File: src/rtl/fx3_burst_writer_pkg.sv
// Shared constants for the FX3 slave-FIFO burst writer.
// State encoding and default packet framing parameters.
package fx3_burst_writer_pkg;

  localparam logic [1:0] ST_IDLE  = 2'd0;
  localparam logic [1:0] ST_ARM   = 2'd1;
  localparam logic [1:0] ST_BURST = 2'd2;
  localparam logic [1:0] ST_SHORT = 2'd3;

  localparam int DEF_PACKET_WORDS = 8192;
  localparam int DEF_WM_STOP      = 4;
  localparam int DEF_START_LEVEL  = 8192;

endpackage

File: src/rtl/fx3_burst_writer.sv
// Streams FIFO words onto the FX3 GPIF-II bus in fixed-size packets,
// committing a short packet when capture stops mid-packet.
module fx3_burst_writer
  import fx3_burst_writer_pkg::*;
#(
  parameter int DATA_W       = 16,
  parameter int LEVEL_W      = 14,
  parameter int PACKET_WORDS = DEF_PACKET_WORDS,
  parameter int WM_STOP      = DEF_WM_STOP,
  parameter int START_LEVEL  = DEF_START_LEVEL
) (
  input  logic              clock,
  input  logic              nReset,
  input  logic [DATA_W-1:0] fifoData,
  input  logic              fifoEmpty,
  input  logic [LEVEL_W-1:0] fifoLevel,
  input  logic              fifoFull,
  input  logic              fx3_nReady,
  input  logic              fx3_th0Ready,
  input  logic              fx3_th0Watermark,
  output logic              fifoAck,
  output logic [DATA_W-1:0] fx3_data,
  output logic              fx3_nWrite,
  output logic              fx3_nShort,
  output logic              fx3_nError,
  output logic [15:0]       packetCount
);

  localparam int WC_W = $clog2(PACKET_WORDS + 1);
  localparam logic [WC_W-1:0] WC_LAST =
    WC_W'(PACKET_WORDS - 1);
  localparam logic [WC_W-1:0] WC_WM =
    WC_W'(PACKET_WORDS - WM_STOP);
  localparam logic [LEVEL_W-1:0] LVL_START =
    LEVEL_W'(START_LEVEL);

  logic [1:0]        r_state;
  logic [WC_W-1:0]   r_wordCount;
  logic              r_wmPrev;
  logic [DATA_W-1:0] r_data;
  logic              r_nWrite;
  logic              r_nShort;
  logic              r_nError;
  logic [15:0]       r_packetCount;

  logic w_pop;
  logic w_last;
  logic w_wmFall;
  logic w_wmErr;

  assign w_pop = nReset && (r_state == ST_BURST)
              && !fifoEmpty && !fx3_nReady;
  assign w_last   = (r_wordCount == WC_LAST);
  assign w_wmFall = r_wmPrev && !fx3_th0Watermark;
  // Late watermark is fine; early means FX3 buffers disagree with us
  assign w_wmErr  = w_wmFall && (r_state == ST_BURST)
                 && (r_wordCount < WC_WM);

  assign fifoAck     = w_pop;
  assign fx3_data    = r_data;
  assign fx3_nWrite  = r_nWrite;
  assign fx3_nShort  = r_nShort;
  assign fx3_nError  = r_nError;
  assign packetCount = r_packetCount;

  always_ff @(posedge clock) begin
    if (!nReset) begin
      r_state       <= ST_IDLE;
      r_wordCount   <= '0;
      r_wmPrev      <= 1'b1;
      r_data        <= '0;
      r_nWrite      <= 1'b1;
      r_nShort      <= 1'b1;
      r_nError      <= 1'b1;
      r_packetCount <= '0;
    end else begin
      r_wmPrev <= fx3_th0Watermark;
      r_nWrite <= !w_pop;
      r_nShort <= 1'b1;
      if (w_pop)
        r_data <= fifoData;
      if (fifoFull || w_wmErr)
        r_nError <= 1'b0;
      unique case (1'b1)
        (r_state == ST_IDLE): begin
          if (!fx3_nReady)
            r_state <= ST_ARM;
        end
        (r_state == ST_ARM): begin
          if (fx3_nReady) begin
            r_state <= ST_IDLE;
          end else if (!fx3_th0Ready
                    && fifoLevel >= LVL_START) begin
            r_state     <= ST_BURST;
            r_wordCount <= '0;
          end
        end
        (r_state == ST_BURST): begin
          if (w_pop) begin
            if (w_last) begin
              r_wordCount   <= '0;
              r_packetCount <= r_packetCount + 16'd1;
              r_state       <= ST_ARM;
            end else begin
              r_wordCount <= r_wordCount + 1'b1;
            end
          end else if (fx3_nReady) begin
            r_wordCount <= '0;
            if (r_wordCount != '0) begin
              r_nShort <= 1'b0;
              r_state  <= ST_SHORT;
            end else begin
              r_state <= ST_IDLE;
            end
          end
        end
        default: begin
          r_packetCount <= r_packetCount + 16'd1;
          r_state       <= ST_IDLE;
        end
      endcase
    end
  end

endmodule
File: config.mk
export PLATFORM = sky130hd
export DESIGN_NAME = fx3_burst_writer
export DESIGN_NICKNAME = d
export VERILOG_FILES = /design/src/rtl/fx3_burst_writer_pkg.sv /design/src/rtl/fx3_burst_writer.sv
export SDC_FILE = /design/constraint.sdc
export NUM_CORES = 1
export LEC_CHECK = 0
export ABC_AREA = 0
export CAP_MARGIN = 20
export CORE_ASPECT_RATIO = 1.5
export CORE_MARGIN = 1.5
export CORE_UTILIZATION = 45
export CTS_CLUSTER_SIZE = 40
export DETAILED_ROUTE_END_ITERATION = 8
export DONT_BUFFER_PORTS = 1
export PLACE_DENSITY = 0.63
export SYNTH_ARGS = -nofsm -noshare
export SYNTH_HDL_FRONTEND = slang
export SYNTH_SLANG_ARGS = --single-unit
File: constraint.sdc
create_clock -name clock -period 3.41 [get_ports clock]
set_input_delay 0.682 -clock clock [delete_from_list [all_inputs] [get_ports clock]]
set_output_delay 0.682 -clock clock [all_outputs]
set_load 0.1 [all_outputs]
==> flow_metrics.tcl, run 1 <==
set metrics [dict create \
    status "finished, final reports clean" \
    crit_arrival_ns 2.52 \
    grt_start_max_net_pins 35 \
    worst_slew_pin_slew_ns 1.03 \
    swShare_pct 22.8 \
    clock_sinks 52 \
    floorplan.io_pins 73 \
    fmax_mhz 439 \
    final.period_utilization_pct 66.8 \
    placed_cell_area_um2 2490 \
    timing.final.ws_setup_ns 1.13 \
    post_route_cells_drive_above_1_share_pct 9.27 \
    flow.area_growth_from_synthesis_pct 7.60 \
    place_inst 362 \
    cts-buffers-inserted 5 \
    worst_ir_drop_vdd_uv 186 \
    synthesized_instance_count 295 \
    htreeDepth 2 \
    postSynthAreaPerCell_um2 8.14 \
    critPathLaunchType "register" \
    drc 0 \
    vertical_die_dimension_um 92.5 \
    gr-usage-all-layers_pct 18.6 \
    maxCapViolCount 0 \
    unrepaired_setup_endpoints_after_global_routing "false" \
    viasPerCell 5.52 \
    die-width_um 62.7 \
    worstPathRequired_ns 3.65 \
    syn_nets 335 \
    period_needed_ns 2.28 \
    clock_skew_ns 0.00912 \
    post_cts_setup_buffers 0 \
    static-leakage-power_nw 0.864 \
    critical_path_peak_fanout 20 \
    criticalPathCategory "reg -> reg" \
    globalRouteMet3Util_pct 4.86 \
    detailed_place_hpwl_um 3680 \
    detailedPlace.worstSlack_ns 0.860 \
    initial_utilization_pct 46.9 \
    ys_async_sr_fraction_pct 0 \
    grtUsageMet1_pct 20.4 \
    detail_route.first_pass.iterations 4 \
    post_synth_instance_area_um2 2400 \
    cts_tree "done" \
    antenna_cells_inserted 0 \
    fp.dieArea_um2 5790 \
    routabilityCongestion 0.789 \
    routed_wl_um 5100 \
    worst_setup_hold_path_clk_slew_ns 0.09 \
    maxSlewViolCount 0 \
    worstSkewPairLatency_ns 0.30 \
    global_route.peak_usage_layer "met2" \
    ys_seq_area_share_pct 43.3 \
    synth-main-ff-cell "sky130_fd_sc_hd__dfxtp_1" \
    power.net_switching_uw 232 \
    layout.cells.most_common "sky130_fd_sc_hd__nand2_1" \
    setup-violations-final 0 \
    wl_per_cell_um 13.8 \
    nets 341 \
    post_synth_edffs 0 \
    pwr-share-seq_pct 61.4 \
    placementRows 32 \
    ctsLongestPathBuffers 2 \
    final_cell_area_um2 2580 \
    fp.coreArea_um2 5120 \
    antenna_found_initial 0 \
    quantity_of_gates_resized_following_cts 0 \
    power_frac_clock_pct 35.2 \
    layout_common_cells "54 x sky130_fd_sc_hd__nand2_1, 52 x sky130_fd_sc_hd__dfxtp_1, 30 x sky130_fd_sc_hd__a21oi_1, 23 x sky130_fd_sc_hd__nor2_1, 19 x sky130_fd_sc_hd__o21ai_0" \
    netlist-cell-type-count 45 \
    power_density_nw_per_um2 395 \
    antenna_violating_nets_post_route 0 \
    hold_viol_final 0 \
    tns_ns 0 \
    grt_pass1_vias 1847 \
    detailedRoute.firstIterationViolations 128 \
    endpoint_kind "register" \
    vias 2044 \
    worstHoldPathType "in -> reg" \
    portBuffers 0 \
    groute.layer.met2.usage_pct 33.3 \
    yosys_warnings 0 \
    cts_root_buf "sky130_fd_sc_hd__clkbuf_8" \
    postSynthRegisterBits 52 \
    remaining_max_slew_budget_at_the_tightest_pin_pct 31.4 \
    combPwrFrac_pct 3.4 \
    power_internal_uw 789 \
    cts_hold_buf 0 \
    grt.overflow.total 0 \
    finalNonFillerCells 370 \
    grt_pass1_wl_um 8650 \
]
==> registers in the layout, indices dropped and copies added (netlist names) <==
register and flops:
r_state 2, packetCount 16, fx3_nShort 1, fx3_data 16
r_wmPrev 1, fx3_nError 1, r_wordCount 14, fx3_nWrite 1
==> cells in the mapped netlist (all sizes together), types with 3 or more instances <==
library cell,count,share of area [%]
nand2b,3,1.1
a211oi,6,1.9
inv,5,0.78
nand3,13,2.7
ha,3,1.6
nand2,54,8.4
and3,6,1.6
buf,10,3.7
xnor2,6,2.2
a31oi,4,1.7
nor3,3,0.62
nor2b,4,1.0
clkbuf,7,1.1
a21oi,30,6.2
dfxtp,52,43
and4,4,1.5
nand4,6,1.6
or3,13,3.4
nor2,24,3.9
o21ai,19,4.0
==> critical path: stages, from the launching register on <==
cell	delay [ns]
sky130_fd_sc_hd__dfxtp_1	0.45
sky130_fd_sc_hd__and4_1	0.41
sky130_fd_sc_hd__and4_1	0.44
sky130_fd_sc_hd__a21boi_2	0.26
sky130_fd_sc_hd__or4_1	0.52
sky130_fd_sc_hd__a21oi_1	0.14
==> logic make-up (layout without fill, tap and decap cells) <==
family          after synthesis  in the layout  share of synthesized area (%)
flops                        52             52                           43.3
compound gates               69             69                           17.3
buf+inv                      24             31                           6.15
mux                           2              2                          0.833
simple gates                137            137                           27.9
fa+ha+maj                     3              3                           1.56
xor+xnor                      8              8                           2.92
==> metal layers <==
layer  vias up  wire [µm]  part of all wire (%)
li1       1038          -                     -
met1       951       2060                    40
met2        47       2670                    52
met3         8        263                   5.2
met4         0        104                   2.0
met5         -          0                     0
==> path summary, 6_finish.rpt <==
path              cells past startpoint         endpoint  slack (ns)       startpoint
setup / recovery                      5   packetCount[5]        1.13   r_wordCount[2]
hold reg to reg                       1  r_wordCount[10]        0.52  r_wordCount[10]
setup reg to reg                      5   packetCount[5]        1.13   r_wordCount[2]
hold / removal                        1       fx3_nError        0.46           nReset
==> through the flow <==
step / hold slack, ns / util [%] / total power [mW]
3_3_place_gp: 0.496 / 48.6 / 0.675
4_1_cts: 0.441 / 50.4 / 1.04
6_report: 0.456 / 50.4 / 1.02
5_1_grt: 0.435 / 50.4 / 1.07
3_5_place_dp: 0.499 / 48.6 / 0.676
2_1_floorplan: 0.460 / - / 0.674
==> cell type report <==
class	count	area, µm²
flip-flops and latches	52	1040
multi-input cells	219	1210
fillers	515	2540
repair buffers	16	120
well taps	68	85.1
clock inverters	1	7.51
inverters	7	31.3
clock buffers	7	86.3
==> power by group through the flow <==
| stage | sequential (mW) | clock, mW | combinational (mW) |
|---|---|---|---|
| floorplan | 0.640 | 0 | 0.0338 |
| global placement | 0.641 | 0 | 0.0344 |
| detailed placement | 0.641 | 0 | 0.0347 |
| CTS | 0.627 | 0.378 | 0.0347 |
| global route | 0.628 | 0.407 | 0.0383 |
| finish | 0.627 | 0.360 | 0.0342 |
Note: power is estimated with default switching activity, not from simulation.
==> run 2: changes to the inputs <==
==> constraint.sdc (replaced) <==
create_clock -name clock -period 2.3 [get_ports clock]
set_input_delay 0.46 -clock clock [delete_from_list [all_inputs] [get_ports clock]]
set_output_delay 0.46 -clock clock [all_outputs]
set_load 0.1 [all_outputs]
==> flow_metrics.tcl, run 2 (synthesized netlist as in run 1, its figures left out) <==
set metrics [dict create \
    worstHoldPathCells 1 \
    pwr-share-seq_pct 56.1 \
    flow.area_growth_from_synthesis_pct 17.1 \
    floorplan.io_pins 73 \
    fp.coreArea_um2 5120 \
    viasPerCell 5.31 \
    hold_path_end "fx3_nError" \
    nets 368 \
    remaining_max_slew_budget_at_the_tightest_pin_pct 51.1 \
    vertical_die_dimension_um 92.5 \
    rr_endpoint "packetCount[5]" \
    criticalPathCategory "reg -> out" \
    portBuffers 0 \
    fmax_mhz 474 \
    power_density_nw_per_um2 576 \
    layout_common_cells "54 x sky130_fd_sc_hd__nand2_1, 52 x sky130_fd_sc_hd__dfxtp_1, 42 x sky130_fd_sc_hd__buf_4, 30 x sky130_fd_sc_hd__a21oi_1, 23 x sky130_fd_sc_hd__nor2_1" \
    min_from "nReset" \
    routabilityCongestion 0.827 \
    maxCapViolCount 0 \
    detailed_place_hpwl_um 3730 \
    grt_pass1_wl_um 8960 \
    antenna_found_initial 0 \
    cts_root_buf "sky130_fd_sc_hd__clkbuf_8" \
    combPwrFrac_pct 4.9 \
    finalPower_mw 1.62 \
    cts_hold_buf 0 \
    antenna_cells_inserted 0 \
    static-leakage-power_nw 1.02 \
    groute.layer.met2.usage_pct 34.7 \
    detail_route.first_pass.iterations 4 \
    power.net_switching_uw 363 \
    power_internal_mw 1.26 \
    grtUsageMet1_pct 21.4 \
    grt.overflow.total 0 \
    worst_slew_pin_slew_ns 0.729 \
    wl_per_cell_um 13.0 \
    globalRouteMet3Util_pct 4.01 \
    cts-buffers-inserted 5 \
    fp.dieArea_um2 5790 \
    gr-usage-all-layers_pct 18.9 \
    regToRegStartpoint "r_wordCount[6]" \
    tns_ns 0 \
    ctsLongestPathBuffers 2 \
    period_needed_ns 2.11 \
    unrepaired_setup_endpoints_after_global_routing "false" \
    post_cts_setup_buffers 0 \
    worst_setup_hold_path_clk_slew_ns 0.09 \
    worstPathRequired_ns 1.84 \
    crit_arrival_ns 1.65 \
    htreeDepth 2 \
    reg2reg_slack_ns 0.26 \
    timing.reg2reg.worst_path_depth 5 \
    layout.cells.most_common "sky130_fd_sc_hd__nand2_1" \
    swShare_pct 22.4 \
    routed_wl_um 5150 \
    final.period_utilization_pct 91.7 \
    drc 0 \
    grt_pass1_vias 1985 \
    detailedRoute.firstIterationViolations 107 \
    antenna_violating_nets_post_route 0 \
    worstSkewPairLatency_ns 0.30 \
    clock_sinks 52 \
    die-width_um 62.7 \
    endpoint_kind "output port" \
    maxSlewViolCount 0 \
    placementRows 32 \
    critPathLaunchType "register" \
    hold_viol_final 0 \
    global_route.peak_usage_layer "met2" \
    cts_tree "done" \
    worstHoldPathType "in -> reg" \
    clock_skew_ns 0.0121 \
    post_route_cells_drive_above_1_share_pct 17.0 \
    setup-violations-final 0 \
    vias 2110 \
    worst_ir_drop_vdd_uv 430 \
    quantity_of_gates_resized_following_cts 0 \
    status "finished, final reports clean" \
    critical_path_peak_fanout 13 \
    initial_utilization_pct 46.9 \
    power_frac_clock_pct 39.0 \
    grt_start_max_net_pins 35 \
    utilization_of_the_core_after_routing_pct 54.9 \
]
==> run 2: metal layers <==
metal / share of wire (%) / vias up
li1: - / 1099
met1: 43 / 962
met2: 51 / 41
met3: 3.6 / 8
met4: 1.8 / 0
met5: 0 / -
==> run 2: worst max-delay path, stage by stage, from the launching register on <==
cell	delay, ns
sky130_fd_sc_hd__dfxtp_1	0.47
sky130_fd_sc_hd__nand2b_4	0.10
sky130_fd_sc_hd__or3_1	0.38
sky130_fd_sc_hd__clkinv_4	0.12
sky130_fd_sc_hd__buf_6	0.28
==> run 2: how the worst max path moves through the flow <==
stage | from | end | slack [ns] | depth (start not counted)
2_1_floorplan | nReset | fifoAck | 0.03 | 7
3_3_place_gp | fifoEmpty | r_wordCount[4] | 0.27 | 6
3_5_place_dp | fifoEmpty | r_wordCount[4] | 0.25 | 6
4_1_cts | r_state[1] | fifoAck | 0.08 | 4
5_1_grt | r_wordCount[6] | packetCount[5] | 0.06 | 5
6_report | r_state[1] | fifoAck | 0.19 | 4
==> run 2: power by group through the flow <==
| stage | registers, mW | logic, mW | clock network, mW |
|---|---|---|---|
| finish | 0.909 | 0.0790 | 0.633 |
| global route | 0.911 | 0.0864 | 0.693 |
| CTS | 0.910 | 0.0794 | 0.665 |
| detailed placement | 0.930 | 0.0792 | 0 |
| global placement | 0.930 | 0.0786 | 0 |
| floorplan | 0.949 | 0.0501 | 0 |
==> run 2: stage by stage <==
stage	instance area (µm²)	setup WS, ns	hold WS (ns)	instances
final	2810	0.191	0.224	397
after global routing	2810	0.0586	0.218	397
after CTS	2810	0.0835	0.213	397
after floorplan	2400	0.0321	0.460	295
after global placement	2690	0.266	0.442	389
after detailed placement	2690	0.245	0.454	389
==> run 2: cell type report <==
type,instances,area (µm²)
Fill cell,531,2310
Multi-Input combinational cell,219,1210
Sequential cell,52,1040
Timing Repair Buffer,43,327
Tap cell,68,85.1
Clock buffer,5,68.8
Clock inverter,3,46.3
Inverter,7,31.3
